==> config.mk <==
export PLATFORM = sky130hd
export DESIGN_NAME = pr3_frame_streamer_flat
export DESIGN_NICKNAME = d
export VERILOG_FILES = /design/src/rtl/pr3_frame_streamer_if.sv /design/src/rtl/pr3_frame_streamer.sv /design/src/flat_wrapper.sv
export SDC_FILE = /design/constraint.sdc
export NUM_CORES = 1
export LEC_CHECK = 0
export ABC_AREA = 1
export BUFFER_PORTS_ARGS = -buffer_cell sky130_fd_sc_hd__buf_2
export CORE_MARGIN = 10
export CORE_UTILIZATION = 55
export DETAILED_ROUTE_END_ITERATION = 16
export PLACE_DENSITY = 0.83
export SYNTH_ARGS = -nofsm -noshare
export SYNTH_HDL_FRONTEND = slang
export SYNTH_SLANG_ARGS = --single-unit
==> constraint.sdc <==
create_clock -name clk40 -period 3 [get_ports clk40]
set_input_delay 0.6 -clock clk40 [delete_from_list [all_inputs] [get_ports clk40]]
set_output_delay 0.6 -clock clk40 [all_outputs]
set_load 0.02 [all_outputs]
==> src/rtl/pr3_frame_streamer_if.sv <==
// Output packet stream of pr3_frame_streamer: Avalon-ST style beats, no backpressure.
interface pr3_frame_streamer_if;
  logic        source_valid;
  logic        source_sop;
  logic        source_eop;
  logic [31:0] source_data;

  modport master (output source_valid, source_sop, source_eop, source_data);
  modport slave  (input  source_valid, source_sop, source_eop, source_data);
endinterface

==> src/rtl/pr3_frame_streamer.sv <==
// Round-robin framer: cuts 2^FFT-sample frames from NSINK ADC channels every PERIOD cycles.
// Optional macro PR3_CHTAG_EN puts the channel index in source_data[7:0].
module pr3_fs_lane #(
  parameter int WIDTH = 14
) (
  input  logic             clk40,
  input  logic             reset,
  input  logic [WIDTH-1:0] d,
  output logic [WIDTH-1:0] q
);
  always_ff @(posedge clk40) begin
    if (!reset) q <= '0;
    else        q <= d;
  end
endmodule

module pr3_frame_streamer #(
  parameter int NSINK  = 3,
  parameter int WIDTH  = 14,
  parameter int FFT    = 11,
  parameter int FREQ   = 5000,
  parameter int CLK_HZ = 40000000
) (
  input  logic                    clk40,
  input  logic                    reset,
  input  logic signed [WIDTH-1:0] sink [0:NSINK-1],
  pr3_frame_streamer_if.master    src
);
  localparam int FLEN   = 1 << FFT;
  localparam int PERIOD = CLK_HZ / FREQ;
  localparam int TW     = $clog2(PERIOD + 1);
  localparam int CW     = (NSINK > 1) ? $clog2(NSINK) : 1;

  if (PERIOD < FLEN) begin : g_bad_period
    $error("pr3_frame_streamer: PERIOD must be >= 2^FFT");
  end

  // stage 1: every channel registered every cycle
  logic [NSINK-1:0][WIDTH-1:0] s1;

  for (genvar i = 0; i < NSINK; i++) begin : g_lane
    pr3_fs_lane #(.WIDTH(WIDTH)) u_lane (
      .clk40 (clk40),
      .reset (reset),
      .d     (sink[i]),
      .q     (s1[i])
    );
  end

  logic [TW-1:0] tcnt;
  logic          win;
  logic          sop_d, eop_d;
  logic [2:1]    vld_pipe;
  logic [CW-1:0] ch;
  logic          sop_q, eop_q;
  logic [31:0]   data_q;

  assign win = (tcnt < TW'(FLEN));

  always_ff @(posedge clk40) begin
    if (!reset) begin
      tcnt <= '0;
    end else if (tcnt == TW'(PERIOD - 1)) begin
      tcnt <= '0;
    end else begin
      tcnt <= tcnt + 1'b1;
    end
  end

  // beat flags travel alongside the stage-1 sample
  always_ff @(posedge clk40) begin
    if (!reset) begin
      vld_pipe[1] <= 1'b0;
      sop_d       <= 1'b0;
      eop_d       <= 1'b0;
    end else begin
      vld_pipe[1] <= win;
      sop_d       <= win && (tcnt == '0);
      eop_d       <= win && (tcnt == TW'(FLEN - 1));
    end
  end

  logic [WIDTH-1:0] sample;
  logic [15:0]      re_part;
  logic [15:0]      im_part;

  assign sample  = s1[ch];
  assign re_part = 16'($signed(sample));
`ifdef PR3_CHTAG_EN
  assign im_part = {8'h00, 8'(ch)};
`else
  assign im_part = 16'h0000;
`endif

  // stage 2: output register; channel steps only once its eop beat is out
  always_ff @(posedge clk40) begin
    if (!reset) begin
      vld_pipe[2] <= 1'b0;
      sop_q       <= 1'b0;
      eop_q       <= 1'b0;
      data_q      <= '0;
      ch          <= '0;
    end else begin
      vld_pipe[2] <= vld_pipe[1];
      sop_q       <= sop_d;
      eop_q       <= eop_d;
      data_q      <= vld_pipe[1] ? {re_part, im_part} : 32'h0;
      if (vld_pipe[1] && eop_d)
        ch <= (ch == CW'(NSINK - 1)) ? '0 : ch + 1'b1;
    end
  end

  assign src.source_valid = vld_pipe[2];
  assign src.source_sop   = sop_q;
  assign src.source_eop   = eop_q;
  assign src.source_data  = data_q;
endmodule

==> src/flat_wrapper.sv <==
// flat-port wrapper written by rule: the top's interface ports become plain ports
module pr3_frame_streamer_flat 
#(
  parameter int NSINK  = 3,
  parameter int WIDTH  = 14,
  parameter int FFT    = 11,
  parameter int FREQ   = 5000,
  parameter int CLK_HZ = 40000000
)
  (clk40, reset, sink, src_source_valid, src_source_sop, src_source_eop, src_source_data);
  pr3_frame_streamer_if src_i ();
  input  logic clk40;
  input  logic reset;
  input  logic signed [WIDTH-1:0] sink[0:NSINK-1];
  output wire logic [$bits(src_i.source_valid)-1:0] src_source_valid;
  output wire logic [$bits(src_i.source_sop)-1:0] src_source_sop;
  output wire logic [$bits(src_i.source_eop)-1:0] src_source_eop;
  output wire logic [$bits(src_i.source_data)-1:0] src_source_data;
  assign src_source_valid = src_i.source_valid;
  assign src_source_sop = src_i.source_sop;
  assign src_source_eop = src_i.source_eop;
  assign src_source_data = src_i.source_data;
  pr3_frame_streamer #(.NSINK(NSINK), .WIDTH(WIDTH), .FFT(FFT), .FREQ(FREQ), .CLK_HZ(CLK_HZ)) u_core (.clk40(clk40), .reset(reset), .sink(sink), .src(src_i));
endmodule
# Yosys cells after proc, flatten, opt, wreduce, memory -nomap -nowiden

Cells that the tools add are included.

Output and inout bits: 35
Register bits after elaboration: 93

Reductions and logical operators: 6
$add $sub $neg: 2
Multiplexer cells: 3
Equality and inequality tests: 3
$lt $le $gt $ge: 2
Bitwise logic cells: 1

Operators with widths:

| operator              | count |
|---|---|
| $bmux 14 s2           | 1 |
| $mux 14               | 1 |
| $add 13x1->13 const B | 1 |
| $eq 13x11->1 const B  | 1 |
| $eq 13x13->1 const B  | 1 |
| $logic_not 13->1      | 1 |
| $lt 13x12->1 const B  | 1 |
| $logic_and 1x1->1     | 3 |
| $lt 2x3->1 const B    | 1 |
| $add 2x1->2 const B   | 1 |
| $eq 2x2->1 const B    | 1 |
| $mux 2                | 1 |
| $reduce_and 2->1      | 1 |
| $reduce_or 2->1       | 1 |
| $not 1->1             | 1 |

# Longest topological paths before layout

Depth in word-level cells: 2
Depth in mapped cells: 7

# Modules after synthesis

From an unflattened synthesis, not the netlist that was laid out.

Cells, all modules: 375
Area total of the unflattened synthesis: 2911.5 um^2

Modules (own cells, without submodules):

| module             | area an instance (um^2) | times used | seq. area each (um^2) | cells an instance |
|---|---|---|---|---|
| pr3_frame_streamer | 1721.7                  | 1          | 700.7                 | 246 |
| pr3_fs_lane        | 396.6                   | 3          | 280.3                 | 43 |

# Least setup slack after synthesis

OpenSTA, ideal clock, no wires.

Path kind: register -> register
Start: reg u_core.tcnt[0]
End: reg u_core.tcnt[5]
Arrival time: 1129 ps
Cell stages (with the launch flop): 8
Library setup time: 115 ps
Slack: 1756 ps
Cell sequence: dfxtp_1 ha_1 nand3_2 nor2_4 nand3_2 nand2_2 buf_6 nor2_1

Longest elaborated chain between the ends: 2

RTL lines:

| element                                               | RTL line                 | source |
|---|---|---|
| from (decl)                                           | pr3_frame_streamer.sv:50 | `logic [TW-1:0] tcnt;` |
| from (signal assigned)                                | pr3_frame_streamer.sv:66 | `tcnt <= tcnt + 1'b1;` |
| branches (longest 2 deep; another with $add 13x1->13) | -                        |  |

Several ways; the timed one is not identified.
A chain may end at the register's enable or synchronous reset.

# Worst setup path after layout

Start: reg, netlist name u_core.src.source_data[29]
End: out src_source_data[31]

RTL lines:

| element   | RTL line           | source |
|---|---|---|
| to (decl) | flat_wrapper.sv:18 | `output wire logic [$bits(src_i.source_data)-1:0] src_source_data;` |

No word-level cell between the ends.

==> impl_metrics.xml <==
<?xml version="1.0" encoding="UTF-8"?>
<metrics>
  <group name="status">
    <metric name="status" unit="">complete, no violations</metric>
  </group>
  <group name="yosys">
    <metric name="postSynth.topFlopCell" unit="">sky130_fd_sc_hd__dfxtp_1</metric>
    <metric name="synth_seq_cells" unit="">77</metric>
    <metric name="synth-edff-count" unit="">0</metric>
    <metric name="post_synth_instance_area" unit="um^2">2900</metric>
    <metric name="syn_area_per_cell" unit="um^2">7.69</metric>
    <metric name="ys_async_sr_fraction" unit="">0</metric>
    <metric name="synthesis.instances" unit="">377</metric>
    <metric name="yosysUniqueCellTypes" unit="">25</metric>
    <metric name="synth_seq_area_share" unit="">0.532</metric>
    <metric name="yosys_warnings" unit="">0</metric>
  </group>
  <group name="route">
    <metric name="vias" unit="">2247</metric>
    <metric name="post_drt_via_cell_ratio" unit="">4.38</metric>
    <metric name="wl_per_cell" unit="um">11.4</metric>
    <metric name="detail_route.wirelength" unit="um">5830</metric>
    <metric name="drtPass1Iterations" unit="">4</metric>
    <metric name="ant_nets" unit="">0</metric>
    <metric name="drtIter0Drc" unit="">112</metric>
    <metric name="drc" unit="">0</metric>
  </group>
  <group name="clocking">
    <metric name="tritoncts" unit="">built</metric>
    <metric name="post_cts_hold_buffer_count" unit="">0</metric>
    <metric name="cts_made_buffers" unit="">9</metric>
    <metric name="cts-root-to-sink-buffers" unit="">2</metric>
    <metric name="root_buffer_cell" unit="">sky130_fd_sc_hd__clkbuf_8</metric>
    <metric name="cts.reportedPaths.clkPinSlew" unit="ns">0.08</metric>
    <metric name="clock_sink_count" unit="">77</metric>
    <metric name="clkLatencyLatePin" unit="ns">0.35</metric>
    <metric name="cts_setup_buffers" unit="">0</metric>
    <metric name="resize_count_post_cts" unit="">0</metric>
    <metric name="h-tree-depth" unit="">3</metric>
  </group>
  <group name="floorplan">
    <metric name="ios" unit="">79</metric>
    <metric name="fp.coreArea" unit="um^2">5110</metric>
    <metric name="initial_utilization" unit="">0.568</metric>
    <metric name="rows" unit="">26</metric>
    <metric name="chipHeight" unit="um">92.6</metric>
    <metric name="floorplan.die_area" unit="um^2">8570</metric>
    <metric name="die_width" unit="um">92.6</metric>
  </group>
  <group name="critical_path">
    <metric name="nature_of_the_critical_path_endpoint" unit="">output pin</metric>
    <metric name="worstSetupStartpointType" unit="">flip-flop</metric>
    <metric name="criticalPathCategory" unit="">reg2out</metric>
    <metric name="crit_path_top_delay_cell" unit="">sky130_fd_sc_hd__dfxtp_1</metric>
    <metric name="timing.critical_path.cells" unit="">buf_2</metric>
    <metric name="biggest_fanout_along_the_worst_timing_path" unit="">3</metric>
    <metric name="critical-path-max-stage-delay" unit="ns">0.35</metric>
    <metric name="critical_path.top_delay_family" unit="">flip-flops</metric>
    <metric name="required" unit="ns">2.40</metric>
    <metric name="critical_path_buf_inv_count" unit="">1</metric>
    <metric name="critical_path_arrival" unit="ns">0.88</metric>
  </group>
  <group name="layout">
    <metric name="final_area" unit="um^2">3410</metric>
    <metric name="antenna_cells_inserted" unit="">0</metric>
    <metric name="layout-drive-gt1-share" unit="">0.201</metric>
    <metric name="finalNetCount" unit="">484</metric>
    <metric name="layout_area_growth_over_synthesis" unit="%">17.7</metric>
  </group>
  <group name="sta">
    <metric name="worst_slew_margin_rel" unit="">0.563</metric>
    <metric name="timing.final.hold_violations" unit="">0</metric>
    <metric name="worst-slew-pin-transition" unit="ns">0.654</metric>
    <metric name="final_min_period_over_clock_period" unit="">0.494</metric>
    <metric name="clock_skew" unit="ns">0.00487</metric>
    <metric name="finalCriticalPeriod" unit="ns">1.48</metric>
    <metric name="final-max-slew-violation-count" unit="">0</metric>
    <metric name="setup_viol" unit="">0</metric>
    <metric name="setup_repair_after_global_routing_missed_its_margin" unit="">false</metric>
    <metric name="final.setup.tns" unit="ns">0</metric>
    <metric name="fmaxAchievable" unit="MHz">675</metric>
  </group>
  <group name="grt">
    <metric name="overflow" unit="">0</metric>
    <metric name="antenna_found_initial" unit="">0</metric>
    <metric name="pin_count_of_the_biggest_net_entering_global_routing" unit="">29</metric>
    <metric name="wire_length_of_the_first_global_routing_pass" unit="um">9630</metric>
    <metric name="globalRouteTotalUtil" unit="">0.141</metric>
    <metric name="number_of_global_route_vias_before_repair" unit="">2151</metric>
  </group>
  <group name="power_and_ir_drop">
    <metric name="static_leakage" unit="uW">0.00193</metric>
    <metric name="peakVddDrop" unit="uV">495</metric>
    <metric name="power-per-cell-area" unit="nW/um^2">629</metric>
  </group>
  <group name="place">
    <metric name="dpl.hpwl" unit="um">4310</metric>
    <metric name="detailed_place.area" unit="um^2">3170</metric>
    <metric name="final_estimated_routing_congestion_in_global_placement" unit="">0.824</metric>
    <metric name="buffer_ports.inserted" unit="">62</metric>
  </group>
  <group name="flow_run">
    <metric name="timing.max_cap.violations" unit="">0</metric>
  </group>
  <group name="worst_hold_path">
    <metric name="hold_path_class" unit="">reg2reg</metric>
  </group>
</metrics>
## through the flow
| stage | hold slack (ns) | power (uW) | util | instances | setup slack [ns] |
|---|---|---|---|---|---|
| final | 0.416 | 2140 | 0.668 | 513 | 1.52 |
| after floorplan | 0.390 | 1200 | - | 392 | 1.76 |
| after CTS | 0.413 | 2170 | 0.668 | 513 | 1.50 |
| after global routing | 0.414 | 2230 | 0.668 | 513 | 1.40 |
| after global placement | 0.409 | 1230 | 0.620 | 497 | 1.38 |
| after detailed placement | 0.402 | 1230 | 0.620 | 497 | 1.27 |
## sequential cells by signal, indices dropped and copies added (netlist names)
signal,count
u_core.eop_d,1
u_core.src.source_data,14
u_core.tcnt,13
u_core.sop_d,1
u_core.g_lane.u_lane.q,42
u_core.src.source_eop,1
u_core.src.source_valid,1
u_core.ch,2
u_core.vld_pipe,1
u_core.src.source_sop,1
## cells by family (layout without fill, tap and decap cells)
group,Yosys count,count (layout),synth area share
and+or+nand+nor,186,186,0.270
buffers and inverters,100,151,0.161
DFF,77,77,0.532
AOI/OAI and AO/OA,7,7,0.0155
xor gates and xnor gates,4,4,0.0121
adders and majority gates,2,2,0.00863
other,1,16,0.00129
## final timing paths
check,slack [ns],cells past startpoint,endpoint,from
setup / recovery,1.52,1,src_source_data[31],u_core.src.source_data[29]
hold / removal,0.42,2,u_core.src.source_sop,u_core.sop_d
setup reg to reg,1.59,6,u_core.tcnt[6],u_core.tcnt[1]
hold reg to reg,0.42,2,u_core.src.source_sop,u_core.sop_d
## synth_stat cells (3+ instances only)
cell type / number / area [um^2]
sky130_fd_sc_hd__nand2_1: 128 / 480
sky130_fd_sc_hd__nand3_1: 21 / 105
sky130_fd_sc_hd__nor2_4: 3 / 33.8
sky130_fd_sc_hd__a21oi_1: 5 / 25.0
sky130_fd_sc_hd__buf_2: 6 / 30.0
sky130_fd_sc_hd__nor3_1: 3 / 15.0
sky130_fd_sc_hd__dfxtp_1: 77 / 1540
sky130_fd_sc_hd__inv_1: 71 / 267
sky130_fd_sc_hd__nor2_1: 22 / 82.6
sky130_fd_sc_hd__buf_4: 20 / 150
## per-layer routing
layer | share of wire | vias up | track usage
li1 | - | 1187 | -
met1 | 0.40 | 981 | 0.147
met2 | 0.49 | 67 | 0.232
met3 | 0.080 | 12 | 0.0613
met4 | 0.023 | 0 | 0.0823
met5 | 0 | - | 0
## final cells by class
cell class,count,area [um^2]
sequential,77,1540
clock inverter,7,123
tap,70,87.6
inverter,72,270
clock buffer,9,124
timing repair buffer,63,318
multi-input combinational,215,948
fill,449,1700
## layout by cell type (no fill, tap or decap), types with 2 or more instances in the layout
cell type	instances
sky130_fd_sc_hd__a21oi_1	5
sky130_fd_sc_hd__buf_2	62
sky130_fd_sc_hd__bufinv_16	3
sky130_fd_sc_hd__clkbuf_8	9
sky130_fd_sc_hd__clkinvlp_4	2
sky130_fd_sc_hd__conb_1	16
sky130_fd_sc_hd__dfxtp_1	77
sky130_fd_sc_hd__ha_1	2
sky130_fd_sc_hd__inv_1	71
sky130_fd_sc_hd__nand2_1	128
sky130_fd_sc_hd__nand3_1	21
sky130_fd_sc_hd__nand3_2	2
sky130_fd_sc_hd__nand3b_1	2
sky130_fd_sc_hd__nand4_1	2
sky130_fd_sc_hd__nor2_1	22
sky130_fd_sc_hd__nor2_4	3
sky130_fd_sc_hd__nor3_1	3
sky130_fd_sc_hd__xnor2_1	2
sky130_fd_sc_hd__xor2_1	2
## where the power goes
group	switching, uW	internal [uW]
Clock	380	556
Sequential	14.0	1060
Combinational	82.7	48.5
(Power assumes the default switching activity.)
